<file path="config.mk">
export PLATFORM = sky130hd
export DESIGN_NAME = divider_ieee_754_verilog
export DESIGN_NICKNAME = d
export VERILOG_FILES = /design/src/rtl/divider_ieee_754_verilog_pkg.sv /design/src/rtl/divider_ieee_754_verilog_fp32_classify.sv /design/src/rtl/divider_ieee_754_verilog.sv
export SDC_FILE = /design/constraint.sdc
export NUM_CORES = 1
export LEC_CHECK = 0
export CAP_MARGIN = 10
export CORE_MARGIN = 3
export CORE_UTILIZATION = 32
export DETAILED_ROUTE_END_ITERATION = 12
export DONT_BUFFER_PORTS = 1
export GPL_ROUTABILITY_DRIVEN = 0
export PLACE_DENSITY = 0.48
export SYNTH_ARGS = -nofsm -noshare
export SYNTH_HDL_FRONTEND = slang
export SYNTH_SLANG_ARGS = --single-unit
</file>
<file path="constraint.sdc">
create_clock -name clk -period 11.4 [get_ports clk]
set_input_delay 2.28 -clock clk [delete_from_list [all_inputs] [get_ports clk]]
set_output_delay 2.28 -clock clk [all_outputs]
set_load 0.01 [all_outputs]
</file>
<file path="src/rtl/divider_ieee_754_verilog_pkg.sv">
// Shared FP32 definitions for the divider (and the companion multiplier):
// special constants, field slices and the sequencer state encoding.
package divider_ieee_754_verilog_pkg;

    localparam logic [31:0] QNAN      = 32'h7FC0_0000;
    localparam logic [7:0]  EXP_MAX   = 8'hFF;
    localparam int          FP32_BIAS = 127;

    typedef enum logic [2:0] {
        ST_IDLE     = 3'd0,
        ST_CLASSIFY = 3'd1,
        ST_ALIGN    = 3'd2,
        ST_DIVIDE   = 3'd3,
        ST_ROUND    = 3'd4,
        ST_OUT      = 3'd5
    } state_t;

    // Field slices operate on the 31-bit magnitude (sign removed).
    function automatic logic [7:0] fp_exp(input logic [30:0] mag);
        return mag[30:23];
    endfunction

    function automatic logic [22:0] fp_frac(input logic [30:0] mag);
        return mag[22:0];
    endfunction

    function automatic logic fp_sign(input logic [31:0] value);
        return value[31];
    endfunction

endpackage

</file>
<file path="src/rtl/divider_ieee_754_verilog_fp32_classify.sv">
// Combinational FP32 operand classifier. Denormals (exponent 0) are
// reported as zero because the datapath flushes them.
module fp32_classify
    import divider_ieee_754_verilog_pkg::*;
(
    input  logic [30:0] i_mag,
    output logic        o_is_nan,
    output logic        o_is_inf,
    output logic        o_is_zero
);

    logic [7:0]  w_exp;
    logic [22:0] w_frac;

    assign w_exp  = fp_exp(i_mag);
    assign w_frac = fp_frac(i_mag);

    // Decode the exponent/fraction combination into the three classes.
    always_comb begin
        o_is_nan  = (w_exp == EXP_MAX) && (w_frac != 23'd0);
        o_is_inf  = (w_exp == EXP_MAX) && (w_frac == 23'd0);
        o_is_zero = (w_exp == 8'd0);
    end

endmodule

</file>
<file path="src/rtl/divider_ieee_754_verilog.sv">
// Sequential FP32 divider: res = op1 / op2. Restoring mantissa division
// producing one quotient bit per cycle, round-to-nearest-even, and
// flush-to-zero for denormal inputs and underflowing results.
module divider_ieee_754_verilog
    import divider_ieee_754_verilog_pkg::*;
#(
    parameter int SIZE_OF_MANTISSA = 23,
    parameter int SIZE_OF_EXPONENT = 8,
    parameter int BIAS             = FP32_BIAS
) (
    input  logic        clk,
    input  logic        rst,
    input  logic [31:0] op1,
    input  logic [31:0] op2,
    input  logic        in_rdy,
    output logic [31:0] res,
    output logic        res_rdy,
    output logic        busy
);

    localparam int         MW        = SIZE_OF_MANTISSA + 1;  // mantissa incl. hidden bit
    localparam int         RW        = MW + 1;                // remainder width
    localparam logic [4:0] LAST_STEP = 5'(RW - 1);            // one quotient bit per step

    state_t r_state;
    state_t w_state_next;

    logic [30:0]                   r_mag1;
    logic [30:0]                   r_mag2;
    logic                          r_sign;
    logic                          r_special;
    logic [31:0]                   r_special_res;
    logic signed [9:0]             r_e;
    logic [MW-1:0]                 r_mb;
    logic [RW-1:0]                 r_r;
    // The quotient always starts with a 1 (ma >= mb after alignment), so only
    // the 24 bits below that leading one are kept: fraction[22:0] + guard.
    logic [MW-1:0]                 r_q;
    logic [4:0]                    r_cnt;
    logic [SIZE_OF_MANTISSA-1:0]   r_frac;

    logic                          w_nan1, w_inf1, w_zero1;
    logic                          w_nan2, w_inf2, w_zero2;
    logic                          w_special;
    logic [31:0]                   w_special_res;
    logic [SIZE_OF_EXPONENT-1:0]   w_ea, w_eb;
    logic [MW-1:0]                 w_ma, w_mb;
    logic                          w_shift;
    logic [9:0]                    w_e_raw;
    logic [9:0]                    w_e_align;
    logic                          w_ge;
    logic [RW-1:0]                 w_rem;
    logic                          w_inc;
    logic [MW-1:0]                 w_frac_sum;
    logic                          w_carry;

    fp32_classify u_class_op1 (
        .i_mag     (r_mag1),
        .o_is_nan  (w_nan1),
        .o_is_inf  (w_inf1),
        .o_is_zero (w_zero1)
    );

    fp32_classify u_class_op2 (
        .i_mag     (r_mag2),
        .o_is_nan  (w_nan2),
        .o_is_inf  (w_inf2),
        .o_is_zero (w_zero2)
    );

    // Special-case resolution in priority order; anything else is a normal divide.
    always_comb begin
        w_special     = 1'b1;
        w_special_res = 32'd0;
        if (w_nan1 || w_nan2) begin
            w_special_res = QNAN;
        end else if ((w_zero1 && w_zero2) || (w_inf1 && w_inf2)) begin
            w_special_res = QNAN;
        end else if (w_inf1 || w_zero2) begin
            w_special_res = {r_sign, EXP_MAX, 23'd0};
        end else if (w_inf2 || w_zero1) begin
            w_special_res = {r_sign, 8'd0, 23'd0};
        end else begin
            w_special = 1'b0;
        end
    end

    // Alignment: biased exponent difference, pre-shift dividend so q >= 1.
    assign w_ea      = fp_exp(r_mag1);
    assign w_eb      = fp_exp(r_mag2);
    assign w_ma      = {1'b1, fp_frac(r_mag1)};
    assign w_mb      = {1'b1, fp_frac(r_mag2)};
    assign w_shift   = (w_ma < w_mb);
    assign w_e_raw   = {2'b00, w_ea} - {2'b00, w_eb} + 10'(BIAS);
    assign w_e_align = w_e_raw - {9'd0, w_shift};

    // One restoring-division step; the remainder never exceeds 2*mb so it fits RW bits.
    assign w_ge  = (r_r >= {1'b0, r_mb});
    assign w_rem = w_ge ? (r_r - {1'b0, r_mb}) : r_r;

    // Round to nearest even: guard is the last quotient bit, sticky is the remainder.
    assign w_inc      = r_q[0] && ((r_r != '0) || r_q[1]);
    assign w_frac_sum = {1'b0, r_q[MW-1:1]} + MW'(w_inc);
    assign w_carry    = w_frac_sum[MW-1];

    // Sequencer state register.
    always_ff @(posedge clk or negedge rst) begin
        if (!rst) begin
            r_state <= ST_IDLE;
        end else begin
            r_state <= w_state_next;
        end
    end

    // Next-state logic; OUT lasts two edges: write result, then release.
    always_comb begin
        w_state_next = r_state;
        case (r_state)
            ST_IDLE:     if (in_rdy) w_state_next = ST_CLASSIFY;
            ST_CLASSIFY: w_state_next = w_special ? ST_OUT : ST_ALIGN;
            ST_ALIGN:    w_state_next = ST_DIVIDE;
            ST_DIVIDE:   if (r_cnt == LAST_STEP) w_state_next = ST_ROUND;
            ST_ROUND:    w_state_next = ST_OUT;
            ST_OUT:      if (res_rdy) w_state_next = ST_IDLE;
            default:     w_state_next = ST_IDLE;
        endcase
    end

    // Datapath registers and handshake outputs, updated per state.
    always_ff @(posedge clk or negedge rst) begin
        if (!rst) begin
            r_mag1        <= '0;
            r_mag2        <= '0;
            r_sign        <= 1'b0;
            r_special     <= 1'b0;
            r_special_res <= '0;
            r_e           <= '0;
            r_mb          <= '0;
            r_r           <= '0;
            r_q           <= '0;
            r_cnt         <= '0;
            r_frac        <= '0;
            res           <= '0;
            res_rdy       <= 1'b0;
            busy          <= 1'b0;
        end else begin
            case (r_state)
                ST_IDLE: begin
                    if (in_rdy) begin
                        r_mag1    <= op1[30:0];
                        r_mag2    <= op2[30:0];
                        r_sign    <= fp_sign(op1) ^ fp_sign(op2);
                        r_special <= 1'b0;
                        busy      <= 1'b1;
                    end
                end
                ST_CLASSIFY: begin
                    r_special     <= w_special;
                    r_special_res <= w_special_res;
                end
                ST_ALIGN: begin
                    r_e   <= $signed(w_e_align);
                    r_mb  <= w_mb;
                    r_r   <= w_shift ? {w_ma, 1'b0} : {1'b0, w_ma};
                    r_q   <= '0;
                    r_cnt <= '0;
                end
                ST_DIVIDE: begin
                    r_q   <= {r_q[MW-2:0], w_ge};
                    r_r   <= w_rem << 1;
                    r_cnt <= r_cnt + 5'd1;
                end
                ST_ROUND: begin
                    r_frac <= w_carry ? '0 : w_frac_sum[SIZE_OF_MANTISSA-1:0];
                    r_e    <= r_e + $signed({9'd0, w_carry});
                end
                ST_OUT: begin
                    if (!res_rdy) begin
                        res_rdy <= 1'b1;
                        if (r_special) begin
                            res <= r_special_res;
                        end else if (r_e >= 10'sd255) begin
                            res <= {r_sign, EXP_MAX, 23'd0};
                        end else if (r_e <= 10'sd0) begin
                            res <= {r_sign, 8'd0, 23'd0};
                        end else begin
                            res <= {r_sign, r_e[7:0], r_frac};
                        end
                    end else begin
                        res_rdy <= 1'b0;
                        busy    <= 1'b0;
                    end
                end
                default: ;
            endcase
        end
    end

endmodule

</file>
== Word-level counts from Yosys, hierarchy flattened ==
Cells that the tools add are included.

* Register bits after elaboration: 244
* Bits in latches: 0
* Bits in writable memories: 0
* Memory bits (read-only): 0
* Bits of input ports: 67
* Output and inout port bits: 34
* Logic and storage cells: 97
* Memories: 0

* Add/sub/neg operators: 7
* Multiply operators: 0
* Divide/modulo/power cells: 0
* Order comparisons: 4
* Eq/ne operators: 11
* Shift operators: 0
* Mux-type cells: 29
* Bitwise logic cells: 2
* Reduce and logical (&&, ||, !) cells: 29

{| class="wikitable"
|+ Operators by type and width
! cell !! number
|-
| $mux W32 || 5
|-
| $mux W31 || 2
|-
| $pmux W25 S2 || 1
|-
| $pmux W24 S2 || 1
|-
| $logic_not A23 Y1 || 2
|-
| $reduce_bool A23 Y1 || 2
|-
| $ge A25 B24 Y1 || 1
|-
| $mux W25 || 1
|-
| $reduce_bool A25 Y1 || 1
|-
| $add A23 B1 Y24 || 1
|-
| $lt A24 B24 Y1 || 1
|-
| $mux W24 || 1
|-
| $sub A24 B24 Y24 || 1
|-
| $mux W23 || 1
|-
| $pmux W10 S2 || 1
|-
| $pmux W3 S6 || 1
|-
| $eq A8 B8 Y1 const B || 2
|-
| $logic_not A8 Y1 || 2
|-
| $mux W3 || 4
|-
| $add A10 B2 Y10 || 1
|-
| $add A9 B8 Y10 const B || 1
|-
| $ge A10 B9 Y1 const B || 1
|-
| $le A10 B1 Y1 const B || 1
|-
| $pmux W5 S2 || 1
|-
| 18 further kinds || 46
|}

== Logic depth before layout (Yosys ltp) ==
Gate-level depths: netlist of the first run.

* Depth after elaboration: 9
* Depth in mapped cells: 22
* Mapped depth without buffers: 20

== Modules after synthesis ==
From an unflattened synthesis of the first run, not the netlist that was laid out.

* Cell total of the unflattened synthesis: 1287
* Area total of the unflattened synthesis: 11964.0 sq um

{| class="wikitable"
|+ Modules (own cells, without submodules)
! module !! times used !! cells an instance !! area an instance (sq um) !! sequential area each (sq um)
|-
| divider_ieee_754_verilog || 1 || 1255 || 11761.3 || 5380.2
|-
| fp32_classify || 2 || 16 || 101.3 || 0.0
|}

== Least setup slack after synthesis of the first run ==
No wires, ideal clock.

* Path type: register to register
* From: register r_mag1[1]
* To: register r_e[9]
* Setup time: 0.066 ns
* Data arrival time: 3.615 ns
* Data required time: 11.334 ns
* Path slack: 7.719 ns
* Stages on the path, launching flop included: 21
* Buffers on the path: 2
* Clock period less this slack: 3.681 ns
* Cells stage by stage: dfrtp_1 ha_1 a2111o_1 a31oi_1 a21oi_1 o2111ai_2 nand2_4 buf_6 buf_6 ha_1 ha_1 inv_1 fa_1 inv_1 a21oi_1 o21bai_1 and2_1 o21ai_0 nand2b_1 a2111oi_0 a221o_1

* Longest elaborated chain between the ends: 3

{| class="wikitable"
|+ RTL lines
! element !! RTL line !! RTL
|-
| from (decl) || divider_ieee_754_verilog.sv:28 || <nowiki>logic [30:0] r_mag1;</nowiki>
|-
| from (signal assigned) || divider_ieee_754_verilog.sv:150 || <nowiki>r_mag1 <= op1[30:0];</nowiki>
|-
| $lt A24 B24 Y1 || divider_ieee_754_verilog.sv:93 || <nowiki>assign w_shift = (w_ma < w_mb);</nowiki>
|-
| $sub A10 B1 Y10 || divider_ieee_754_verilog.sv:95 || <nowiki>assign w_e_align = w_e_raw - {9'd0, w_shift};</nowiki>
|-
| $pmux W10 S2 || divider_ieee_754_verilog.sv:147 || <nowiki>case (r_state)</nowiki>
|-
| to (signal assigned) || divider_ieee_754_verilog.sv:162 || <nowiki>r_e <= $signed(w_e_align);</nowiki>
|-
| to (signal assigned) || divider_ieee_754_verilog.sv:175 || <nowiki>r_e <= r_e + $signed({9'd0, w_carry});</nowiki>
|-
| to (decl) || divider_ieee_754_verilog.sv:33 || <nowiki>logic signed [9:0] r_e;</nowiki>
|}

Every way passes these cells.
A chain may end at the register's enable or synchronous reset.

== Worst setup path in the final report of the first run ==
Ends and elaborated chain as after synthesis.

==> results of run 1 <==
[metal layers]
| layer | track usage, % | up-vias | share of wire (%) |
|---|---|---|---|
| li1 | - | 4608 | - |
| met5 | 0 | - | 0.071 |
| met2 | 23.7 | 160 | 43 |
| met1 | 23.4 | 4443 | 50 |
| met4 | 4.16 | 4 | 2.4 |
| met3 | 2.73 | 49 | 4.1 |
[metrics by stage]
| step | std cells | total power [mW] | util [%] |
|---|---|---|---|
| 2_1_floorplan | 1326 | 3.28 | - |
| 5_1_grt | 1793 | 5.28 | 36.4 |
| 3_3_place_gp | 1744 | 3.90 | 33.8 |
| 4_1_cts | 1792 | 4.86 | 36.4 |
| 3_5_place_dp | 1744 | 3.92 | 33.8 |
| 6_report | 1793 | 4.80 | 36.4 |
[worst min path at each step]
stage	from	endpoint	slack, ns	cells after the start
2_1_floorplan	r_mb[23]$_DFFE_PN0P_	r_mb[23]$_DFFE_PN0P_	0.42	2
3_3_place_gp	r_mb[23]$_DFFE_PN0P_	r_mb[23]$_DFFE_PN0P_	0.44	2
3_5_place_dp	r_mb[23]$_DFFE_PN0P_	r_mb[23]$_DFFE_PN0P_	0.44	2
4_1_cts	r_mb[23]$_DFFE_PN0P_	r_mb[23]$_DFFE_PN0P_	0.46	2
5_1_grt	r_mb[23]$_DFFE_PN0P_	r_mb[23]$_DFFE_PN0P_	0.50	2
6_report	r_mb[23]$_DFFE_PN0P_	r_mb[23]$_DFFE_PN0P_	0.45	2
[worst register-to-register path, cell delays in order (launching register included)]
cell	delay (ns)
dfrtp_1	0.42
ha_1	0.31
a2111o_1	0.38
a31oi_1	0.14
a21oi_1	0.12
o2111ai_2	0.23
nand2_4	0.28
ha_1	0.30
ha_1	0.19
inv_1	0.07
fa_1	0.19
inv_1	0.04
a21oi_1	0.14
o21bai_1	0.09
and2_1	0.16
o21ai_0	0.16
nand2b_1	0.10
a2111oi_0	0.41
a221o_1	0.17
[power by group through the flow]
stage | combinational [mW] | sequential (mW) | clock [mW]
floorplan | 2.06 | 1.22 | 0
global placement | 2.57 | 1.33 | 0
detailed placement | 2.58 | 1.34 | 0
CTS | 2.60 | 1.33 | 0.930
global route | 2.94 | 1.37 | 0.964
finish | 2.57 | 1.33 | 0.901
[cell type report]
class / count / area, um^2 / area share [%]
sequential: 215 / 5380 / 40.2
clock buffer: 38 / 777 / 5.80
multi-input combinational: 972 / 6100 / 45.5
timing repair buffer: 9 / 87.6 / 0.654
inverter: 81 / 304 / 2.27
tap: 468 / 586 / 4.37
clock inverter: 10 / 166 / 1.24
[Yosys cell counts, drive strengths merged (4+ instances only)]
cell,number
nand2,255
dfrtp,215
o21ai,138
inv,81
a21oi,74
ha,67
nor2,65
nand3,54
clkbuf,48
mux2,43
xor2,30
mux2i,28
xnor2,22
nor3,21
nor4,16
nand4,15
a211oi,13
a21o,12
o22ai,11
buf,10
and3,8
or2,7
a221o,6
nand2b,6
o21bai,6
a31oi,5
and2,5
nor2b,5
or4,5
o211ai,4
o221ai,4
[state kept, by name, indices dropped and copies added (netlist names)]
signal / cells
r_state: 3
busy: 1
res_rdy: 1
r_q: 24
r_r: 25
r_sign: 1
r_mag2: 31
r_cnt: 5
r_special_res: 3
r_mb: 24
r_frac: 23
r_special: 1
r_e: 10
r_mag1: 31
res: 32
[logic make-up after synthesis]
group	share of synthesized area, %
and+or+nand+nor	17.5
AOI/OAI and AO/OA	15.4
DFF	44.8
buffers and inverters	4.56
muxes	6.40
adders and majority gates	7.49
xor gates and xnor gates	3.79
==> results.yml, run 1 <==
outcome:
  status: "finished, final reports clean"
floorplanning:
  die_w_um: 200
  initial_core_util_pct: 32.6
  die_y_um: 200
  die_area_mm2: 0.0399
  row_count: 70
  io_pins: 101
  core_mm2: 0.0368
power_and_ir_drop:
  combPwrFrac_pct: 53.6
  ir_drop_mv: 0.186
  power_switching_mw: 2.12
  p_seq_share_pct: 27.6
  powerDensity_mw_per_mm2: 358
  power_leakage_nw: 5.92
  switching_share_pct: 44.1
  power_frac_clock_pct: 18.8
  p_int_mw: 2.68
timing:
  grt_setup_unrepaired: "false"
  tns_ns: 0
  relSlewSlack_pct: 18.2
  max_freq_ghz: 0.250
  setup_ws_ns: 7.41
  setup_viol: 0
  finalCritPeriodShare_pct: 35.0
  worstMarginPinSlew_ns: 1.22
  skew_ns: 0.0288
  slew_violations: 0
  whs_ns: 0.450
  period_minus_slack_ns: 3.99
  finalHoldViolCount: 0
routing:
  vias_per_cell: 5.17
  finalWirelength_mm: 30.9
  firstDrtPassIters: 5
  drcViolationCount: 0
  detail_route.wl_per_cell_um: 17.2
  drt_iter0_markers: 552
  vias: 9264
  ant_nets: 0
logic_synthesis:
  synth_cells: 1326
  syn_area_per_cell_um2: 9.05
  ys_async_sr_fraction_pct: 100
  synth_edf_count: 0
  synthTopCellsByArea: "dfrtp_1 45%, nand2_1 7.9%, ha_1 7.0%"
  ys_warn_count: 0
  synth.distinct_cells: 72
  netlist_area_mm2: 0.0120
  yosysTopAreaCell: "dfrtp_1"
  synth_nets: 1463
  synth-seq-cells: 215
  yosysSeqAreaShare_pct: 44.8
  yosysTopAreaCellShare_pct: 44.8
  synthFlopType: "dfrtp_1"
grt:
  grt_max_degree: 216
  track_usage_pct: 15.7
  grt_antenna_before_repair: 2
  grt_pass1_vias: 9297
  grt_pass1_wl_mm: 50.9
  grt.overflow.total: 0
clock_network:
  cts-buffers-inserted: 27
  clock_sinks: 215
  cts-root-buf: "clkbuf_16"
  cts_resized: 0
  cts_tree: "yes"
  cts_hold_buf: 0
  htree_levels: 1
  clk_pin_slew_ns: 0.06
  clock_latency_ns: 0.56
  cts_setup_buffers: 0
  cts_buffer_depth: 3
place:
  portBuffers: 0
  post_dp_cell_area_mm2: 0.0124
  dp_hpwl_mm: 21.9
  dp_slack_ns: 7.41
layout:
  final_area_mm2: 0.0134
  num_antenna_cells: 0
  final_nets: 1443
  layout_commonest_cell: "nand2_1"
  final_cell_mix: "254 x nand2_1, 215 x dfrtp_1, 137 x o21ai_0"
  areaGrowthSynthToFinish_pct: 11.6
  fill_cells: 3833
  drive_above_1_share_pct: 8.45
worst_hold_path:
  hp-class: "reg2reg"
critical_path:
  crit_path_max_incr_delay_ns: 0.42
  r2r_setup_slack_ns: 7.41
  slowest_stage: "dfrtp_1"
  cp.depth: 18
  critPathBufInv: 2
  endpoint: "r_e[9]$_DFFE_PN0P_"
  timing.rr.start: "r_mag1[1]$_DFFE_PN0P_"
  crit_path_end_kind: "flip-flop"
  cp.required_ns: 11.87
  crit_path_start_kind: "flip-flop"
  worstRegToRegCells: 18
  crit_chain: "ha_1 -> a2111o_1 -> a31oi_1 -> a21oi_1 -> o2111ai_2 -> nand2_4 -> ha_1 -> ha_1 -> inv_1 -> fa_1 -> inv_1 -> a21oi_1 -> o21bai_1 -> and2_1 -> o21ai_0 -> nand2b_1 -> a2111oi_0 -> a221o_1"
  critical_path_peak_fanout: 26
  path_class: "reg2reg"
  critPathTopFamily: "compound AO/OA/AOI/OAI gates"
  startpoint: "r_mag1[1]$_DFFE_PN0P_"
  crit_arrival_ns: 4.47
  worstReg2RegEnd: "r_e[9]$_DFFE_PN0P_"
  path_common_cell: "ha_1"
job:
  drv_cap: 0
Note: power is estimated with default switching activity, not from simulation.
==> run 2, diff against run 1 <==
==> constraint.sdc (replaced) <==
create_clock -name clk -period 3.85 [get_ports clk]
set_input_delay 0.77 -clock clk [delete_from_list [all_inputs] [get_ports clk]]
set_output_delay 0.77 -clock clk [all_outputs]
set_load 0.01 [all_outputs]
==> results.yml, run 2 (synthesized netlist as in run 1, its figures left out) <==
timing:
  skew_ns: 0.0339
  finalHoldViolCount: 72
  whs_ns: -0.0468
  worstMarginPinSlew_ns: 0.942
  finalCritPeriodShare_pct: 92.7
  setup_viol: 0
  max_freq_ghz: 0.280
  relSlewSlack_pct: 36.8
  tns_ns: 0
  period_minus_slack_ns: 3.57
  slew_violations: 0
routing:
  vias_per_cell: 5.11
  detail_route.wl_per_cell_um: 17.1
  drt_iter0_markers: 558
  drcViolationCount: 0
  finalWirelength_mm: 31.0
  ant_nets: 0
  firstDrtPassIters: 5
  vias: 9257
layout:
  largest_reg_flops: 32
  top_register: "res"
  final_nets: 1461
  num_antenna_cells: 0
  drive_above_1_share_pct: 10.8
  final_area_mm2: 0.0136
  final_cell_mix: "254 x nand2_1, 214 x dfrtp_1, 137 x o21ai_0"
  areaGrowthSynthToFinish_pct: 13.2
  layout_commonest_cell: "nand2_1"
  reg.largest.list: "res x32, r_mag1 x31, r_mag2 x31"
power_and_ir_drop:
  power_leakage_nw: 5.98
  ir_drop_mv: 0.554
  powerDensity_mw_per_mm2: 1070
worst_hold_path:
  hp-class: "in2async"
clock_network:
  clk_pin_slew_ns: 0.07
  htree_levels: 1
  cts_buffer_depth: 3
  cts-buffers-inserted: 27
  clock_sinks: 215
  clock_latency_ns: 0.57
  cts_tree: "yes"
  cts-root-buf: "clkbuf_16"
floorplanning:
  initial_core_util_pct: 32.6
  core_mm2: 0.0368
  die_w_um: 200
  io_pins: 101
  die_area_mm2: 0.0399
  row_count: 70
  die_y_um: 200
place:
  dp_hpwl_mm: 22.0
  post_dp_cell_area_mm2: 0.0126
  portBuffers: 0
grt:
  use_met1_pct: 23.6
  grt_pass1_vias: 9184
  track_usage_pct: 15.8
  grt_pass1_wl_mm: 50.9
  gr-usage-met2_pct: 23.7
  grt.overflow.total: 0
  grt_use_met3_pct: 2.63
  grt_antenna_before_repair: 3
  grt_max_degree: 216
  gr-max-usage-layer: "met2"
critical_path:
  crit_path_start_kind: "flip-flop"
  path_class: "reg2reg"
  timing.rr.start: "r_mag1[7]$_DFFE_PN0P_"
  crit_arrival_ns: 4.01
  startpoint: "r_mag1[7]$_DFFE_PN0P_"
  cp.required_ns: 4.29
  crit_path_end_kind: "flip-flop"
  critical_path_peak_fanout: 5
job:
  drv_cap: 0
outcome:
  status: "finished, violations left"
  violations: "negative hold slack"
[run 2: repair_timing]
| item | CTS | global route |
|---|---|---|
| resized for setup | 0 | 11 |
| hold endpoints to repair | 215 | 215 |
| setup buffers | 0 | 3 |
| setup endpoints to repair | 0 | 2 |
[run 2: per-stage QoR]
stage          power, mW  setup WS, ns  std cells  hold WS [ns]  util (%)
6_report            14.5         0.281       1812       -0.0468      36.9
5_1_grt             15.9     -0.000368       1812       -0.0863      36.9
4_1_cts             14.4         0.115       1808       -0.0993      36.7
3_5_place_dp        11.7         0.119       1759         0.443      34.2
3_3_place_gp        11.7         0.200       1759         0.436      34.2
2_1_floorplan       9.72         0.169       1326         0.418         -
[run 2: final timing paths]
kind                                    endpoint  slack, ns  cells after the start
setup / recovery              r_e[9]$_DFFE_PN0P_       0.28                     19
hold / removal                r_q[9]$_DFFE_PN0P_      -0.05                      0
setup reg to reg              r_e[9]$_DFFE_PN0P_       0.28                     19
hold reg to reg             r_mb[23]$_DFFE_PN0P_       0.46                      2
max in group asynchronous  r_mag1[7]$_DFFE_PN0P_       3.46                      0
min in group clk           r_mag2[3]$_DFFE_PN0P_       0.32                      2
[run 2: power by group]
group	internal (mW)	switching (mW)	leakage [nW]
sequential	3.06	0.800	2.72
combinational	3.46	4.61	2.82
clock	1.54	1.04	0.448
[run 2: routing by layer]
layer  wire [um]  share of wire (%)  vias up
met5          22              0.071        -
met4         748                2.4        6
met3        1200                3.9       47
met2       13200                 43      162
met1       15800                 51     4398
li1            -                  -     4644
[run 2: cell type report]
class                   count  area [um^2]
fillers                  3810        23200
inverters                  81          304
repair buffers             27          235
well taps                 468          586
clock inverters            15          158
multi-input cells         972         6150
clock buffers              34          762
flip-flops and latches    215         5380
[run 2: critical path: stages (launching register included)]
cell and delay (ns):
dfrtp_2 0.44, ha_1 0.30, nand2_1 0.06, nor3_1 0.26, a31oi_1 0.15, a21oi_2 0.23, o2111ai_2 0.18, nand2_4 0.10
ha_1 0.14, ha_2 0.17, inv_1 0.05, fa_2 0.35, inv_1 0.06, a21oi_1 0.06, o21bai_1 0.17, and2_1 0.16
o21ai_0 0.07, nand2b_1 0.12, a2111oi_2 0.08, a221o_1 0.28
